**config.mk**
```make
export PLATFORM = sky130hd
export DESIGN_NAME = divider_n
export DESIGN_NICKNAME = d
export VERILOG_FILES = /design/src/rtl/divider_pkg.sv /design/src/rtl/divider_n_sub.sv /design/src/rtl/divider_n.sv
export SDC_FILE = /design/constraint.sdc
export NUM_CORES = 1
export LEC_CHECK = 0
export BUFFER_PORTS_ARGS = -buffer_cell sky130_fd_sc_hd__buf_2
export CAP_MARGIN = 15
export CORE_MARGIN = 2
export CORE_UTILIZATION = 40
export DETAILED_ROUTE_END_ITERATION = 8
export GPL_TIMING_DRIVEN = 0
export SLEW_MARGIN = 25
export SYNTH_ARGS = -nofsm -noshare
export SYNTH_HDL_FRONTEND = slang
export SYNTH_SLANG_ARGS = --single-unit
export TNS_END_PERCENT = 5
```
**constraint.sdc**
```tcl
create_clock -name clk -period 7.2 [get_ports clk]
set_clock_uncertainty 0.1 [all_clocks]
set_input_delay 1.44 -clock clk [delete_from_list [all_inputs] [get_ports clk]]
set_output_delay 1.44 -clock clk [all_outputs]
set_load 0.005 [all_outputs]
```
**src/rtl/divider_pkg.sv**
```systemverilog
// Shared types and constants for the divider_n block.
package divider_pkg;

  typedef enum logic [1:0] {
    IDLE   = 2'd0,
    RUN    = 2'd1,
    FINISH = 2'd2
  } state_t;

  // Widest supported operand; quotient patterns are sliced down from this.
  localparam int unsigned MAX_N = 64;

  // Quotient reported for a zero divisor (all ones at any width).
  localparam logic [MAX_N-1:0] DBZ_QUOTIENT = '1;

endpackage

```
**src/rtl/divider_n_sub.sv**
```systemverilog
// sub_n: W-bit trial subtraction a - b with borrow-out (unsigned).
module sub_n #(
  parameter int unsigned W = 33
) (
  input  logic [W-1:0] a,
  input  logic [W-1:0] b,
  output logic [W-1:0] difference,
  output logic         borrow
);

  logic [W:0] full;

  // One extra bit captures the borrow of the unsigned subtraction.
  always_comb begin
    full       = {1'b0, a} - {1'b0, b};
    difference = full[W-1:0];
    borrow     = full[W];
  end

endmodule

```
**src/rtl/divider_n.sv**
```systemverilog
// divider_n: iterative restoring divider, one quotient bit per cycle.
// Optional macro DIVIDER_SIGNED_EN adds an is_signed input for
// two's-complement operation (magnitude division with sign fix-up).
module divider_n #(
  parameter int unsigned N = 32
) (
  input  logic         clk,
  input  logic         rst,
`ifdef DIVIDER_SIGNED_EN
  input  logic         is_signed,
`endif
  input  logic         start,
  input  logic [N-1:0] dividend,
  input  logic [N-1:0] divisor,
  output logic         busy,
  output logic         done,
  output logic [N-1:0] quotient,
  output logic [N-1:0] remainder,
  output logic         div_by_zero
);

  import divider_pkg::*;

  localparam int unsigned CW = $clog2(N + 1);
  localparam int unsigned W  = N + 1;

  state_t         state, state_nxt;
  logic [CW-1:0]  cnt, cnt_nxt;
  logic [N-1:0]   part, part_nxt;
  logic [N-1:0]   quo, quo_nxt;
  logic [N-1:0]   dsr, dsr_nxt;
  logic           busy_nxt, done_nxt, dbz_nxt;
  logic [N-1:0]   quotient_nxt, remainder_nxt;

  logic [N-1:0]   a_mag, b_mag;
  logic [N-1:0]   step_part, step_quo;
  logic [N-1:0]   fin_q, fin_r;

  logic [W-1:0]   trial_a, trial_b, diff;
  logic           borrow;
  logic           unused_diff_msb;

`ifdef DIVIDER_SIGNED_EN
  logic           q_neg, q_neg_nxt;
  logic           r_neg, r_neg_nxt;
  logic           a_neg, b_neg;
`endif

  // Trial subtraction of the divisor from the shifted partial remainder.
  assign trial_a = {part, quo[N-1]};
  assign trial_b = {1'b0, dsr};

  sub_n #(.W(W)) u_sub (
    .a          (trial_a),
    .b          (trial_b),
    .difference (diff),
    .borrow     (borrow)
  );

  // A kept difference is always below the divisor, so its MSB is zero.
  assign unused_diff_msb = diff[N];

  // Restoring step: keep the difference unless the subtraction borrowed.
  always_comb begin
    step_part = borrow ? trial_a[N-1:0] : diff[N-1:0];
    step_quo  = {quo[N-2:0], ~borrow};
  end

`ifdef DIVIDER_SIGNED_EN
  // Operand magnitudes and result sign fix-up for two's-complement mode.
  always_comb begin
    a_neg = is_signed & dividend[N-1];
    b_neg = is_signed & divisor[N-1];
    a_mag = a_neg ? (~dividend + N'(1)) : dividend;
    b_mag = b_neg ? (~divisor + N'(1)) : divisor;
    fin_q = q_neg ? (~step_quo + N'(1)) : step_quo;
    fin_r = r_neg ? (~step_part + N'(1)) : step_part;
  end
`else
  // Unsigned build: operands and results pass straight through.
  always_comb begin
    a_mag = dividend;
    b_mag = divisor;
    fin_q = step_quo;
    fin_r = step_part;
  end
`endif

  // Next-state and next-output logic.
  always_comb begin
    state_nxt     = state;
    cnt_nxt       = cnt;
    part_nxt      = part;
    quo_nxt       = quo;
    dsr_nxt       = dsr;
    quotient_nxt  = quotient;
    remainder_nxt = remainder;
    dbz_nxt       = div_by_zero;
`ifdef DIVIDER_SIGNED_EN
    q_neg_nxt     = q_neg;
    r_neg_nxt     = r_neg;
`endif
    case (state)
      IDLE: begin
        if (start) begin
          if (divisor == '0) begin
            quotient_nxt  = N'(DBZ_QUOTIENT);
            remainder_nxt = dividend;
            dbz_nxt       = 1'b1;
            state_nxt     = FINISH;
          end else begin
            part_nxt  = '0;
            quo_nxt   = a_mag;
            dsr_nxt   = b_mag;
            cnt_nxt   = CW'(N);
`ifdef DIVIDER_SIGNED_EN
            q_neg_nxt = a_neg ^ b_neg;
            r_neg_nxt = a_neg;
`endif
            state_nxt = RUN;
          end
        end
      end
      RUN: begin
        part_nxt = step_part;
        quo_nxt  = step_quo;
        cnt_nxt  = cnt - CW'(1);
        if (cnt == CW'(1)) begin
          quotient_nxt  = fin_q;
          remainder_nxt = fin_r;
          dbz_nxt       = 1'b0;
          state_nxt     = FINISH;
        end
      end
      FINISH: begin
        state_nxt = IDLE;
      end
      default: begin
        state_nxt = IDLE;
      end
    endcase
    busy_nxt = (state_nxt != IDLE);
    done_nxt = (state_nxt == FINISH);
  end

  // State, datapath and registered outputs.
  always_ff @(posedge clk or posedge rst) begin
    if (rst) begin
      state       <= IDLE;
      cnt         <= '0;
      part        <= '0;
      quo         <= '0;
      dsr         <= '0;
      busy        <= 1'b0;
      done        <= 1'b0;
      quotient    <= '0;
      remainder   <= '0;
      div_by_zero <= 1'b0;
`ifdef DIVIDER_SIGNED_EN
      q_neg       <= 1'b0;
      r_neg       <= 1'b0;
`endif
    end else begin
      state       <= state_nxt;
      cnt         <= cnt_nxt;
      part        <= part_nxt;
      quo         <= quo_nxt;
      dsr         <= dsr_nxt;
      busy        <= busy_nxt;
      done        <= done_nxt;
      quotient    <= quotient_nxt;
      remainder   <= remainder_nxt;
      div_by_zero <= dbz_nxt;
`ifdef DIVIDER_SIGNED_EN
      q_neg       <= q_neg_nxt;
      r_neg       <= r_neg_nxt;
`endif
    end
  end

endmodule

```
# [Word-level counts from Yosys, hierarchy flattened]
# Cells that the tools add are included.
[op_classes] mux=26 eq_ne=7 n_bitwise=2 add_sub_neg=2 reduce_logical=7
[op_table] cell="32-bit two-way mux" n=11
[op_table] cell="32-bit case mux with 2 select lines" n=4
[op_table] cell="33-bit by 32-bit subtractor with 34-bit output" n=1
[op_table] cell="32-bit logical NOT" n=1
[op_table] cell="6-bit two-way mux" n=2
[op_table] cell="6-bit case mux with 2 select lines" n=1
[op_table] cell="2-bit != test (second input constant)" n=4
[op_table] cell="6-bit by 1-bit == test with 1-bit output (second input constant)" n=1
[op_table] cell="2-bit two-way mux" n=3
[op_table] cell="3-bit AND reduction" n=2
[op_table] cell="6-bit by 1-bit subtractor with 6-bit output (second input constant)" n=1
[op_table] cell="2-bit case mux with 2 select lines" n=1
[op_table] cell="4-bit AND reduction" n=1
[op_table] cell="2-bit nonzero test" n=2
[op_table] cell="1-bit two-way mux" n=3
[op_table] cell="2-bit by 1-bit == test with 1-bit output (second input constant)" n=1
[op_table] cell="2-bit == test (second input constant)" n=1
[op_table] cell="2-bit logical NOT" n=1
[op_table] cell="1-bit NOT" n=2
[op_table] cell="1-bit case mux with 2 select lines" n=1
[word_totals] in_bits=67 register_bits=171 elab_cells=54

# [Logic depth before layout (Yosys ltp)]
# Gate-level depths: netlist of run 1.
[depth] depth_word=5 depth_mapped=14 mapped_depth_nobuf=12

# [Cells and area by module]
# Synthesis of run 1 repeated with hierarchy kept, for this count alone.
[hier_totals] cells_unflattened=1267 hier_area_um2=11257.0
[by_module_without_submodules] mod="divider_n" area_per_inst_um2=9230.1 seq_area_each_um2=4279.1 cells_per_inst=972 instances=1
[by_module_without_submodules] mod="sub_n" area_per_inst_um2=2026.9 seq_area_each_um2=0.0 cells_per_inst=295 instances=1

# [Least setup slack after synthesis of run 1]
# No wires, ideal clock.
[synth_timing] path_kind="input port to flip-flop" from="input port divisor[25]" to="register dsr[0]" setup_ns=0.125 setup_slack_ns=3.891 n_path_buf=2 cell_stages=8 t_arrival_ns=3.084 path_cell_list="nor4_1 -> nand4_1 -> nor2_1 -> or2_2 -> or3b_2 -> clkbuf_1 -> clkbuf_1 -> mux2_2"
[synth_via] elab_chain_len=3
[synth_rtl] element="start, declared" line="divider_n.sv:14" source="input logic [N-1:0] divisor,"
[synth_rtl] element="32-bit logical NOT" line="divider_n.sv:106" source="if (divisor == '0) begin"
[synth_rtl] element="1-bit NOT (no line)"
[synth_rtl] element="3-bit AND reduction (no line)"
[synth_rtl] element="end signal, assigned" line="divider_n.sv:168" source="dsr <= dsr_nxt;"
[synth_rtl] element="end, declared" line="divider_n.sv:31" source="logic [N-1:0] dsr, dsr_nxt;"
# No other way between the ends.
# A chain may end at the register's enable or synchronous reset.

# [Worst setup path after layout of run 1]
[layout_timing] from="input port divisor[25]" to="register dsr[30]"
# The elaborated chain is that of the path after synthesis.

==> results of run 1 <==
## worst max-delay path by stage
| stage | start | endpoint | slack (ps) |
|---|---|---|---|
| after global routing | divisor[25] | dsr[2]$_DFFE_PP0P_ | 3030 |
| after global placement | rst | dsr[24]$_DFFE_PP0P_ | -1150 |
| after floorplan | rst | busy$_DFF_PP0_ | 1030 |
| after CTS | divisor[25] | dsr[30]$_DFFE_PP0P_ | 3110 |
| after detailed placement | divisor[25] | dsr[30]$_DFFE_PP0P_ | 2680 |
| final | divisor[25] | dsr[30]$_DFFE_PP0P_ | 3180 |
## Yosys cell counts, types with 11 or more instances
cell type	count	area share [%]
inv_1	44	1.8
o21a_1	14	1.2
nor2_1	35	1.5
dfrtp_1	171	48
mux2i_1	37	4.1
xnor2_1	22	2.1
ha_1	34	4.7
o21ai_0	84	4.7
xor2_1	12	1.2
mux2_2	32	4.0
a21oi_1	70	3.9
o22a_1	33	3.2
or3_1	11	0.76
nand2_1	104	4.3
a21o_1	17	1.4
a31oi_1	16	1.1
buf_2	19	1.1
clkbuf_1	25	1.0
## critical path, cell delays in order
cell and delay [ps]:
buf_2 110, nor4_1 540, nand4_1 160, nor2_1 290, or2_2 180, or3b_2 130
clkbuf_1 440, clkbuf_1 540, mux2_2 400
## flip-flops by register name (all words and copies together) (netlist names)
name and flops:
dsr 32, part 32, quo 32, quotient 32, remainder 32, cnt 6
state 2, busy 1, div_by_zero 1, done 1
## routing by layer
layer	vias up	track usage [%]	part of all wire [%]
li1	3519	-	-
met1	3660	30.6	46
met2	169	36.5	49
met3	31	2.71	3.5
met4	0	6.76	1.7
met5	-	0	0
## kinds of logic after synthesis
logic type / after synthesis / share of synthesized area (%)
AOI/OAI and AO/OA: 273 / 19.3
and+or+nand+nor: 221 / 12.0
adders and majority gates: 35 / 4.95
buffers and inverters: 97 / 4.80
DFF: 171 / 47.6
xor gates and xnor gates: 34 / 3.31
muxes: 69 / 8.12
## area by class of cell
cell class | instances | area (sq um) | area share, %
multi-input combinational | 632 | 4290 | 40.3
sequential | 171 | 4280 | 40.2
timing repair buffer | 134 | 693 | 6.51
clock buffer | 17 | 425 | 4.00
tap | 280 | 350 | 3.29
buffer | 53 | 267 | 2.50
clock inverter | 15 | 174 | 1.63
inverter | 44 | 173 | 1.62
## report_power, final
part           internal (mW)  switching, mW  total (mW)
logic                   1.48           2.13        3.61
clock network          0.468          0.459       0.927
registers               1.45          0.335        1.79
total                   3.40           2.93        6.33
## placed cells by master (no fill, tap or decap), types with 17 or more instances in the layout
master	synthesis	layout
ha_1	34	34
nand2_1	104	104
clkbuf_16	0	17
a21o_1	17	17
mux2_2	32	32
inv_1	44	43
nor2_1	35	35
o21ai_0	84	84
xnor2_1	22	22
clkbuf_1	25	25
dfrtp_1	171	171
mux2i_1	37	37
buf_2	19	152
o22a_1	33	33
a21oi_1	70	70
==> out/metrics.yaml, run 1 <==
timing_hold_violations_final: 0
synth_cell_type_count: 64
drt_drc_violations_left: 0
synth.avg_cell_area_sq_um: 10.0
synthArstFlopShare_pct: 100
power_mw: 6.33
grt_overflow: 0
initial_utilization_pct: 41.0
min_from: "remainder[3]$_DFFE_PP0P_"
timing.rr.start: "quo[31]$_DFFE_PP0P_"
track_usage_pct: 22.1
viasPerCell: 5.48
clkTransAtPathRegs_ps: 70
pre_cts_slack_ps: 2680
die_area_sq_um: 23700
r2r-end: "part[30]$_DFFE_PP0P_"
drive_gt1_share_pct: 22.8
min_path_cells: 1
wl_per_cell_microns: 19.1
fin_ws_ps: 3180
power.density_nw_per_um2: 594
numClockSinks: 171
grt_pass1_vias: 7285
synthFlopType: "dfrtp_1"
fin_tns_setup_ps: 0
holdPathEnd: "remainder[3]$_DFFE_PP0P_"
cts_setup_buffers: 0
endpoint_kind: "flop"
area_growth_pct: 18.3
final_area_sq_um: 10600
yosysWarnings: 0
vdd_drop_max_uv: 282
portBuffers: 133
routabilityCongestion: 0.825
rsz0062_at_grt: "no"
post_dp_cell_area_sq_um: 10000
drt_iter0_drc: 397
io_pins: 134
yosysSeqAreaShare_pct: 47.6
setup_viol: 0
nets: 1155
dp_hpwl_mm: 19.6
leakagePower_nw: 5.02
critPathLaunchType: "input pin"
relSlewSlack_pct: 44.8
insertion_delay_ps: 430
clockBufferDepth: 2
crit_type: "input pin to flop"
synth-seq-cells: 171
cts_tree: "built"
wirelength_mm: 25.7
hp-class: "flop to flop"
fmax_mhz: 249
die_w_microns: 154
reg2regPathDepth: 12
ctsHtreeMaxLevel: 4
min_period_ps: 4020
finalCritPeriodShare_pct: 55.9
antennaDiodeCount: 0
path_max_fanout: 10
grt_max_degree: 87
nFillCells: 2105
crit_arrival_ps: 4240
worst_pin_slew_ps: 829
rows: 54
vias: 7379
synth_cells: 900
synth_nets: 1002
synth_edf_count: 0
ant_nets: 0
synth_area_sq_um: 9000
whs_ps: 403
cts.root.buffer_cell: "clkbuf_16"
cap_violations: 0
regToRegSetupSlack_ps: 3780
grt_first_pass_wirelength_mm: 40.8
cp.required_ps: 7410
place_inst: 1314
final_util_pct: 48.5
report.final.slew_viol_count: 0
antenna_found_initial: 0
die_h_microns: 154
drt-pass1-iter-count: 4
final_cells: 1346
core_area_sq_um: 22000
cts_made_buffers: 17
status: "completed"
cts_resized: 0
hold_buffers: 0
Note: power is estimated with default switching activity, not from simulation.
==> run 2, diff against run 1 <==
--- a/config.mk
+++ b/config.mk
@@ -5,6 +5,7 @@
 export SDC_FILE = /design/constraint.sdc
 export NUM_CORES = 1
 export LEC_CHECK = 0
+export ABC_AREA = 1
 export BUFFER_PORTS_ARGS = -buffer_cell sky130_fd_sc_hd__buf_2
 export CAP_MARGIN = 15
 export CORE_MARGIN = 2
==> constraint.sdc (replaced) <==
create_clock -name clk -period 4.18 [get_ports clk]
set_clock_uncertainty 0.1 [all_clocks]
set_input_delay 0.836 -clock clk [delete_from_list [all_inputs] [get_ports clk]]
set_output_delay 0.836 -clock clk [all_outputs]
set_load 0.005 [all_outputs]
==> run 2 against run 1 <==
Effect of this change: total power grew 71%; worst setup slack worse by 1700 ps; largest cell class unchanged; worst hold slack got worse by 99 ps; critical path type is now flop to flop; clock power up 72%; register-to-register slack lost 2300 ps; sequential share of layout area down 4.3 points; non-clock buffer count stayed put; critical path depth up 6.
==> out/metrics.yaml, run 2 <==
finalCritPeriodShare_pct: 65.8
crit_type: "flop to flop"  # was input pin to flop
cts_tree: "built"  # unchanged
timing.rr.start: "part[7]$_DFFE_PP0P_"  # was quo[31]$_DFFE_PP0P_
synthTopCellsByArea: "dfrtp_1 (42%), nand2_1 (15%), inv_1 (9.6%)"  # was dfrtp_1 (48%), ha_1 (4.7%), o21ai_0 (4.7%)
relSlewSlack_pct: 35.8  # was 44.8%
drt_iter0_drc: 660  # was 397
synthSimpleGateAreaFrac_pct: 31.5  # was 12.0%
synth_xor_area_share_pct: 1.47  # was 3.31%
cap_violations: 0  # unchanged
die_w_microns: 163  # was 154 microns
synth_largest_area_cell: "dfrtp_1"  # unchanged
grt_first_pass_wirelength_mm: 48.0  # was 40.8 mm
initial_utilization_pct: 40.5  # was 41.0%
cts_setup_buffers: 0  # unchanged
layout_common_cells: "nand2_1 (412), inv_1 (257), dfrtp_1 (171), buf_2 (143), nor2_1 (125)"  # was dfrtp_1 (171), buf_2 (152), nand2_1 (104), o21ai_0 (84), a21oi_1 (70)
dp_hpwl_mm: 24.3  # was 19.6 mm
final_util_pct: 47.6  # was 48.5%
synthArstFlopShare_pct: 100  # unchanged
wl_per_cell_microns: 15.6  # was 19.1 microns
synth_nets: 1542  # was 1002
die_area_sq_um: 26600  # was 23700 sq um
final_common_cell: "nand2_1"  # was dfrtp_1
worst_pin_slew_ps: 959  # was 829 ps
numClockSinks: 171  # unchanged
io_pins: 134  # unchanged
fmax_mhz: 364
grt_overflow: 0  # unchanged
synth_top_family_by_area: "simple AND/OR/NAND/NOR gates"  # was compound AO/OA/AOI/OAI gates
cts_resized: 0  # unchanged
pre_cts_slack_ps: 1040  # was 2680 ps
timing_hold_violations_final: 0  # unchanged
min_period_ps: 2750
cts.root.buffer_cell: "clkbuf_16"  # unchanged
cts_made_buffers: 17  # unchanged
drt_drc_violations_left: 0  # unchanged
rows: 58  # was 54
path_max_fanout: 10  # unchanged
drive_gt1_share_pct: 14.8  # was 22.8%
grt_max_degree: 31  # was 87
status: "completed"  # unchanged
leakagePower_nw: 6.49  # was 5.02 nW
yosysSeqAreaShare_pct: 42.2  # was 47.6%
hold_buffers: 0  # unchanged
viasPerCell: 4.85  # was 5.48
endpoint_kind: "flop"  # unchanged
ctsHtreeMaxLevel: 4  # unchanged
synth.avg_cell_area_sq_um: 7.04  # was 10.0 sq um
clockBufferDepth: 2  # unchanged
nets: 1700  # was 1155
synth_commonest_cells: "nand2_1 (412), inv_1 (258), dfrtp_1 (171)"  # was dfrtp_1 (171), nand2_1 (104), o21ai_0 (84)
use_met3_pct: 3.50  # was 2.71%
synth-compound-area-share_pct: 8.44  # was 19.3%
crit_arrival_ps: 3020  # was 4240 ps
netlist.area_leader.share_pct: 42.2  # was 47.6%
wirelength_mm: 30.2  # was 25.7 mm
ant_nets: 0  # unchanged
core_area_sq_um: 25000  # was 22000 sq um
synth-seq-cells: 171  # unchanged
fin_ws_ps: 1430  # was 3180 ps
grt_pass1_vias: 9169  # was 7285
yosys.area_share.adder_pct: 4.40  # was 4.95%
synthFlopType: "dfrtp_1"  # unchanged
synth.most_common_cell: "nand2_1"  # was dfrtp_1
synth_cell_type_count: 36  # was 64
clkTransAtPathRegs_ps: 80  # was 70 ps
synth_edf_count: 0  # unchanged
critPathLaunchType: "flop"  # was input pin
antennaDiodeCount: 0  # unchanged
vdd_drop_max_uv: 353  # was 282 uV
report.final.slew_viol_count: 0  # unchanged
final_cells: 1940  # was 1346
area_growth_pct: 17.6  # was 18.3%
power_mw: 10.8  # was 6.33 mW
place_inst: 1909  # was 1314
portBuffers: 133  # unchanged
routabilityCongestion: 0.927  # was 0.825
track_usage_pct: 23.4  # was 22.1%
synth_cells: 1440  # was 900
setup_viol: 0  # unchanged
grtUsageMet2_pct: 36.4  # was 36.5%
cp.required_ps: 4460  # was 7410 ps
power.density_nw_per_um2: 907  # was 594 nW/um^2
top_usage_layer: "met2"  # unchanged
vias: 9417  # was 7379
fin_tns_setup_ps: 0  # unchanged
insertion_delay_ps: 440  # was 430 ps
yosysWarnings: 0  # unchanged
antenna_found_initial: 0  # unchanged
die_h_microns: 163  # was 154 microns
synth_area_sq_um: 10100  # was 9000 sq um
rsz0062_at_grt: "no"  # unchanged
cp-startpoint: "part[7]$_DFFE_PP0P_"  # was divisor[25]
met1_usage_pct: 33.6  # was 30.6%
synthMuxAreaShare_pct: 0  # was 8.12%
drt-pass1-iter-count: 5  # was 4
hp-class: "input pin to asynchronous set/reset pin"  # was flop to flop
## run 2: where the power goes
part | switching [mW] | internal (mW) | total (mW)
Combinational | 4.22 | 2.16 | 6.38
Sequential | 0.406 | 2.44 | 2.84
Clock | 0.790 | 0.796 | 1.59
## run 2: final timing paths
check	to	slack, ps	cells past startpoint
max in group asynchronous	dsr[23]$_DFFE_PP0P_	2760	5
worst min-delay path	quotient[2]$_DFFE_PP0P_	300	2
min in group clk	cnt[5]$_DFFE_PP0P_	400	2
worst min register to register	cnt[5]$_DFFE_PP0P_	400	2
worst max register to register	remainder[8]$_DFFE_PP0P_	1430	15
worst max-delay path	remainder[8]$_DFFE_PP0P_	1430	15
## run 2: cell type report
| class | count | area [sq um] |
|---|---|---|
| timing repair buffer | 139 | 793 |
| clock inverter | 14 | 151 |
| multi-input combinational | 960 | 4640 |
| inverter | 261 | 983 |
| buffer | 48 | 230 |
| sequential | 171 | 4280 |
| clock buffer | 17 | 425 |
| tap | 330 | 413 |
| fill | 2595 | 13100 |
## run 2: logic make-up after synthesis
family | count (synthesis)
AOI/OAI and AO/OA | 165
xor gates and xnor gates | 17
adders and majority gates | 35
buffers and inverters | 309
DFF | 171
and+or+nand+nor | 743
## run 2: critical path, cell delays in order, from the launching register on
cell and delay [ps]:
dfrtp_1 440, ha_1 370, nand2_1 150, inv_1 50
nand2_1 60, nand2_1 80, inv_1 70, nand3_2 120
nand2_2 90, nand2_2 70, nand2_4 120, clkbuf_1 460
nand4_1 210, nand3_1 170, nand2_1 70, inv_1 60
## run 2: per-stage QoR
step / hold slack [ps] / instance area, sq um
2_1_floorplan: 346 / 10100
4_1_cts: 308 / 11900
5_1_grt: 323 / 11900
3_3_place_gp: 362 / 11200
6_report: 304 / 11900
3_5_place_dp: 371 / 11300
## run 2: layer usage
metal | vias up | wire length, microns
li1 | 4794 | -
met1 | 4344 | 14900
met2 | 249 | 13300
met3 | 30 | 1410
met4 | 0 | 574
met5 | - | 0
